==> src/rtl/gcd_job_sequencer.sv <==
// Job front-end for the subtractive GCD engine: queues operand pairs, issues A then B, returns the result.
// Optional GCD_SEQ_ZERO_BYPASS_EN answers zero-operand jobs locally instead of sending them to the engine.
module gcd_job_sequencer #(
    parameter int WIDTH      = 16,
    parameter int FIFO_DEPTH = 2
) (
    input  logic             clk,
    input  logic             rst_n,
    input  logic             in_valid,
    output logic             in_ready,
    input  logic [WIDTH-1:0] in_a,
    input  logic [WIDTH-1:0] in_b,
    output logic             gcd_start,
    output logic [WIDTH-1:0] gcd_data,
    input  logic             gcd_done,
    input  logic [WIDTH-1:0] gcd_result,
    output logic             out_valid,
    input  logic             out_ready,
    output logic [WIDTH-1:0] out_gcd,
    output logic             busy
);

    localparam int PW = (FIFO_DEPTH > 1) ? $clog2(FIFO_DEPTH) : 1;
    localparam int CW = PW + 1;

    localparam logic [PW-1:0] PTR_ONE    = PW'(1);
    localparam logic [CW-1:0] CNT_ONE    = CW'(1);
    localparam logic [CW-1:0] FULL_COUNT = CW'(FIFO_DEPTH);

    localparam logic [2:0] S_IDLE   = 3'd0;
    localparam logic [2:0] S_START  = 3'd1;
    localparam logic [2:0] S_LOAD_B = 3'd2;
    localparam logic [2:0] S_WAIT   = 3'd3;
    localparam logic [2:0] S_OUT    = 3'd4;

    logic [WIDTH-1:0] mem_a [FIFO_DEPTH];
    logic [WIDTH-1:0] mem_b [FIFO_DEPTH];
    logic [PW-1:0]    wr_ptr;
    logic [PW-1:0]    rd_ptr;
    logic [CW-1:0]    count;
    logic [2:0]       state;
    logic [WIDTH-1:0] job_b;
    logic [WIDTH-1:0] head_a;
    logic [WIDTH-1:0] head_b;
    logic             push;
    logic             pop;

    // Full blocks the producer even if the head leaves this cycle: no pass-through.
    assign in_ready = (count != FULL_COUNT);
    assign push     = in_valid && in_ready;
    assign pop      = (state == S_IDLE) && (count != '0);
    assign busy     = (state != S_IDLE) || (count != '0);
    assign head_a   = mem_a[rd_ptr];
    assign head_b   = mem_b[rd_ptr];

    always_ff @(posedge clk) begin
        if (push) begin
            mem_a[wr_ptr] <= in_a;
            mem_b[wr_ptr] <= in_b;
        end
    end

    always_ff @(posedge clk or negedge rst_n) begin
        if (!rst_n) begin
            wr_ptr <= '0;
            rd_ptr <= '0;
            count  <= '0;
        end else begin
            if (push) wr_ptr <= wr_ptr + PTR_ONE;
            if (pop)  rd_ptr <= rd_ptr + PTR_ONE;
            case ({push, pop})
                2'b10:   count <= count + CNT_ONE;
                2'b01:   count <= count - CNT_ONE;
                default: count <= count;
            endcase
        end
    end

    always_ff @(posedge clk or negedge rst_n) begin
        if (!rst_n) begin
            state     <= S_IDLE;
            job_b     <= '0;
            gcd_start <= 1'b0;
            gcd_data  <= '0;
            out_valid <= 1'b0;
            out_gcd   <= '0;
        end else begin
            case (state)
                S_IDLE: begin
                    if (pop) begin
                        job_b <= head_b;
`ifdef GCD_SEQ_ZERO_BYPASS_EN
                        // A zero operand would stall the subtractive engine forever.
                        if ((head_a == '0) || (head_b == '0)) begin
                            out_gcd   <= (head_a == '0) ? head_b : head_a;
                            out_valid <= 1'b1;
                            state     <= S_OUT;
                        end else begin
                            gcd_start <= 1'b1;
                            gcd_data  <= head_a;
                            state     <= S_START;
                        end
`else
                        gcd_start <= 1'b1;
                        gcd_data  <= head_a;
                        state     <= S_START;
`endif
                    end
                end
                S_START: begin
                    gcd_start <= 1'b0;
                    gcd_data  <= job_b;
                    state     <= S_LOAD_B;
                end
                S_LOAD_B: begin
                    state <= S_WAIT;
                end
                S_WAIT: begin
                    if (gcd_done) begin
                        out_gcd   <= gcd_result;
                        out_valid <= 1'b1;
                        state     <= S_OUT;
                    end
                end
                S_OUT: begin
                    if (out_ready) begin
                        out_valid <= 1'b0;
                        state     <= S_IDLE;
                    end
                end
                default: begin
                    gcd_start <= 1'b0;
                    out_valid <= 1'b0;
                    state     <= S_IDLE;
                end
            endcase
        end
    end

endmodule

==> config.mk <==
export PLATFORM = sky130hd
export DESIGN_NAME = gcd_job_sequencer
export DESIGN_NICKNAME = d
export VERILOG_FILES = /design/src/rtl/gcd_job_sequencer.sv
export SDC_FILE = /design/constraint.sdc
export NUM_CORES = 1
export LEC_CHECK = 0
export CORE_MARGIN = 10
export CORE_UTILIZATION = 55
export CTS_CLUSTER_DIAMETER = 150
export DETAILED_ROUTE_END_ITERATION = 7
export GPL_TIMING_DRIVEN = 0
export PLACE_DENSITY_LB_ADDON = 0.05
export SETUP_SLACK_MARGIN = 0.05
export SYNTH_ARGS = -nofsm -noshare
export SYNTH_HDL_FRONTEND = slang
export SYNTH_SLANG_ARGS = --single-unit
==> constraint.sdc <==
create_clock -name clk -period 4.35 [get_ports clk]
set_input_delay 0.435 -clock clk [delete_from_list [all_inputs] [get_ports clk]]
set_output_delay 0.435 -clock clk [all_outputs]
set_load 0.05 [all_outputs]
======== Yosys cells after proc, flatten, opt, wreduce, memory -nomap -nowiden ========
Memories as Yosys holds them, arrays and structs flattened. A register that Yosys moved wholly into a read port is not among the register bits.
Index checks and enable logic that the tools add are counted.
word-level totals
  RAM bits ................................ 64
  word-level logic and storage cells ...... 57
  flip-flop bits (word level) ............. 41
  memories kept ........................... 2
  output and inout bits ................... 36
  bits of input ports ..................... 53
cells by class
  equal/unequal tests ..................... 10
  $add $sub $neg .......................... 4
  reductions and logical operators ........ 17
  bitwise gates (word level) .............. 2
  mux-type cells .......................... 14
memories
  name   depth  width  rd ports  clocked after memory_dff  write ports  line  text
  mem_a  2      16     1         0                         1            36    logic [WIDTH-1:0] mem_a [FIFO_DEPTH];
  mem_b  2      16     1         1                         1            37    logic [WIDTH-1:0] mem_b [FIFO_DEPTH];
operator list
  operator                                                          number
  16-bit one-hot mux with 2 select lines                            1
  16-bit 2-to-1 mux                                                 1
  3-bit one-hot mux with 5 select lines                             1
  3-bit 2-to-1 mux                                                  3
  2-bit != test (second input constant)                             4
  2-bit AND reduction                                               4
  3-bit by 2-bit == test with 1-bit output (second input constant)  2
  3-bit AND reduction                                               2
  2-bit nonzero test                                                3
  3-bit OR reduction                                                2
  1-bit 2-to-1 mux                                                  5
  2-bit one-hot mux with 2 select lines                             1
  3-bit by 1-bit == test with 1-bit output (second input constant)  1
  3-bit == test (second input constant)                             1
  3-bit logical NOT                                                 1
  1-bit one-hot mux with 3 select lines                             1
  3-bit nonzero test                                                1
  1-bit adder (second input constant)                               2
  2-bit by 1-bit adder with 2-bit output (second input constant)    1
  2-bit by 1-bit == test with 1-bit output (second input constant)  1
  2-bit == test (second input constant)                             1
  1-bit logical AND                                                 2
  1-bit NOT                                                         2
  1-bit one-hot mux with 2 select lines                             1
  3 further kinds                                                   3

======== Longest topological paths before layout ========
  depth in word-level cells ............... 4
  gate-level depth with buffers ........... 8
  gate-level depth less buffers ........... 6

======== Worst setup path before layout ========
OpenSTA, ideal clock, no wires.
  path type ............................... register to register
  start point ............................. reg count[0]
  end point ............................... mem mem_a[0][0], enable pin
  path buffers ............................ 0
  library setup time ...................... 421 ps
  period minus slack after synthesis ...... 2874 ps
  cell stages (with the launch flop) ...... 4
  slack ................................... 1476 ps
  required time ........................... 3929 ps
  arrival time ............................ 2453 ps
  cells stage by stage .................... dfrtp_1 nand2b_1 nand2_1 nor2_1
between the ends
  word-level cells in the longest chain between the ends .. 4
ends and longest elaborated chain
  element                                 line  text
  start: declaration                      40    logic [CW-1:0] count;
  start signal: assignment                72    2'b10: count <= count + CNT_ONE;
  start signal: assignment                73    2'b01: count <= count - CNT_ONE;
  start signal: assignment                74    default: count <= count;
  2-bit != test                           49    assign in_ready = (count != FULL_COUNT);
  via in_ready                            10    output logic in_ready,
  1-bit logical AND                       50    assign push = in_valid && in_ready;
  1-bit 2-to-1 mux                        57    if (push) begin
  1-bit 2-to-1 mux (implied by the code)  58    mem_a[wr_ptr] <= in_a;
  end: declaration                        36
The timed path passes the listed nets, and every way through them passes these cells.

======== Worst setup path in the final report ========
  start point ............................. reg state[0]
  end point ............................... out busy
between the ends
  word-level cells in the longest chain between the ends .. 2
ends and longest elaborated chain
  element                   line  text
  start: declaration        41    logic [2:0] state;
  start signal: assignment  81    state <= S_IDLE;
  start signal: assignment  106   state <= S_START;
  start signal: assignment  113   state <= S_LOAD_B;
  3-bit nonzero test        52    assign busy = (state != S_IDLE) || (count != '0);
  1-bit logical OR          52
  end: declaration          20    output logic busy
No other way between the ends.

==> flow_summary.ini <==
[outcome]
status = complete, no violations

[synthesis]
ys_seq_area_frac = 0.719
yosys.area.top_type = edfxtp_1
ys_types = 33
synth-edff-count = 64
synth_flop_cell = edfxtp_1
syn_area_mm2 = 0.00466
synth.top_cell.area_share = 0.413
synth_warnings = 0
ys_top_cells_by_area = edfxtp_1 41%, dfrtp_1 31%, mux2i_1 6.7%
synth-seq-cells = 121
syn_avg_cell_area_um2 = 15.5
syn_nets = 354
synth_common_cells = 64 x edfxtp_1, 57 x dfrtp_1, 33 x a21oi_1, 31 x mux2i_1, 20 x nor2_1
synth_cells = 300
synth.most_common_cell = edfxtp_1
synthArstFlopShare = 0.471

[floorplan]
die_h_um = 112
pin_count = 89
start_util = 0.567
rows = 33
die_area_mm2 = 0.0125
die_w_um = 112
coreArea_mm2 = 0.00822

[routing]
routedWlPerCell_um = 18.5
first_pass_iters = 4
ant_nets = 0
drcViolationCount = 0
drt_iter0_markers = 154
wirelength_mm = 9.77
vias = 2915
avgViaCountPerCell = 5.52

[grt]
grt_pass1_wl_mm = 16.2
grt_max_degree = 34
grt_overflow = 0
grt_pass1_vias = 3039
grt_antenna_before_repair = 0
grt_usage = 0.163

[placement]
hpwl_mm = 6.54
preCtsSetupSlack_ns = 1.79
dpl.cell_count = 495
routabilityCongestion = 0.775
port-buffer-count = 88

[setup_path]
cpLargestDelayFamily = buffers and inverters
cpPeakStageDelay_ns = 0.73
cpMaxStageDelayCell = clkdlybuf4s50_1
crit_fanout = 10
crit_chain = nor3_1 > buf_4 > clkbuf_1 > nand2_1 > clkdlybuf4s50_1
crit_path_start_kind = flop
rrSetupSlack_ns = 2.00
worstSetupPathType = flop to primary output
end_kind = primary output
worst-path-buf-inv = 3
worstPathRequired_ns = 3.91
cp.arrival_ns = 2.68

[final_layout]
nFillCells = 544
fin_cells = 528
syn2layout_area_growth_pct = 33.4
drive_gt1_frac = 0.163
nets = 464
n_antenna_cell = 0

[power]
power_density_mw_per_mm2 = 833
peakVddDrop_uv = 412
p_leak_nw = 2.48

[timing]
setup_ws_ns = 1.23
rsz0062_at_grt = no
relSlewSlack = 0.442
final.setup.tns_ns = 0
setup_viol = 0
finClkSkew_ns = 0.00814
fmax_ghz = 0.321
fin_crit_sh = 0.717
final_hold_viol_count = 0
drv_slew = 0
period_minus_slack_ns = 3.12
worst_pin_slew_ns = 0.837

[clocking]
root_buffer = clkbuf_8
clkSinkCount = 121
postCtsSetupBuffers = 0
cts_max_path_buffers = 2
clock_latency_ns = 0.52
numCtsBuffers = 17
cts_tree = done
clk_pin_slew_worst_paths_ns = 0.05
htreeDepth = 4

[job]
drv_cap = 0

[min_path]
hold_class = input pin to asynchronous set/reset pin
## path summary, 6_finish.rpt
path	from	to	cells after the start
setup / recovery	state[0]	busy	5
hold / removal	rst_n	gcd_data[3]	2
setup reg to reg	state[0]	count[1]	7
hold reg to reg	out_gcd[2]	out_gcd[2]	1
max in group asynchronous	rst_n	job_b[12]	3
min in group clk	in_b[9]	mem_b[1][9]	1
## power breakdown
group	switching (W)	internal (W)
clock network	0.000459	0.000685
logic	0.00135	0.000833
registers	0.000200	0.00165
## sequential cells by signal (all words and copies together) (netlist names)
register / cells
mem_a: 32
mem_b: 32
gcd_data: 16
job_b: 16
out_gcd: 16
state: 3
count: 2
gcd_start: 1
out_valid: 1
rd_ptr: 1
wr_ptr: 1
## metrics by stage
stage                     total power, W  area, um2  utilization  hold WS [ns]
after global placement           0.00399       5670        0.690         0.476
after floorplan                  0.00335       4660            -         0.139
after CTS                        0.00522       6210        0.756         0.470
after detailed placement         0.00406       5710        0.695         0.472
final                            0.00518       6210        0.756         0.457
after global routing             0.00546       6210        0.756         0.474
## layer usage
metal | track usage | share of wire
met1 | 0.199 | 0.43
met2 | 0.260 | 0.50
met3 | 0.0687 | 0.064
met4 | 0.0482 | 0.0098
met5 | 0 | 0
## what timing repair did
| item | 4_1_cts | 5_1_grt |
|---|---|---|
| hold endpoints to repair | 24 | 0 |
| gates resized for setup | 0 | 0 |
| hold buffers | 1 | 0 |
## layout by cell type, fill, tap and decap left out, types with 5 or more instances in the layout
cell / synthesis / final
mux2_2: 17 / 17
edfxtp_1: 64 / 64
dfrtp_1: 57 / 57
nand2_1: 6 / 6
nor2_1: 20 / 19
a221oi_2: 10 / 10
a221oi_1: 5 / 5
clkinv_2: 0 / 6
mux2i_1: 31 / 31
buf_2: 4 / 5
clkbuf_1: 7 / 11
a21oi_1: 33 / 33
inv_1: 16 / 16
clkbuf_16: 0 / 16
clkdlybuf4s50_1: 0 / 87
## cell families after synthesis
group | after synthesis | share of synthesized area
mux | 48 | 0.108
fa+ha+maj | 1 | 0.00269
simple gates | 39 | 0.0387
compound gates | 54 | 0.0892
flops | 121 | 0.719
xor+xnor | 5 | 0.00941
buf+inv | 32 | 0.0333
## area by class of cell
cell class / instances / area (um2) / area share
Tap cell: 105 / 131 / 0.0211
Inverter: 16 / 60.1 / 0.00967
Timing Repair Buffer: 91 / 926 / 0.149
Clock buffer: 21 / 429 / 0.0691
Sequential cell: 121 / 3350 / 0.539
Buffer: 16 / 95.1 / 0.0153
Multi-Input combinational cell: 147 / 1160 / 0.187
Clock inverter: 11 / 60.1 / 0.00967
Note: power is estimated with default switching activity, not from simulation.
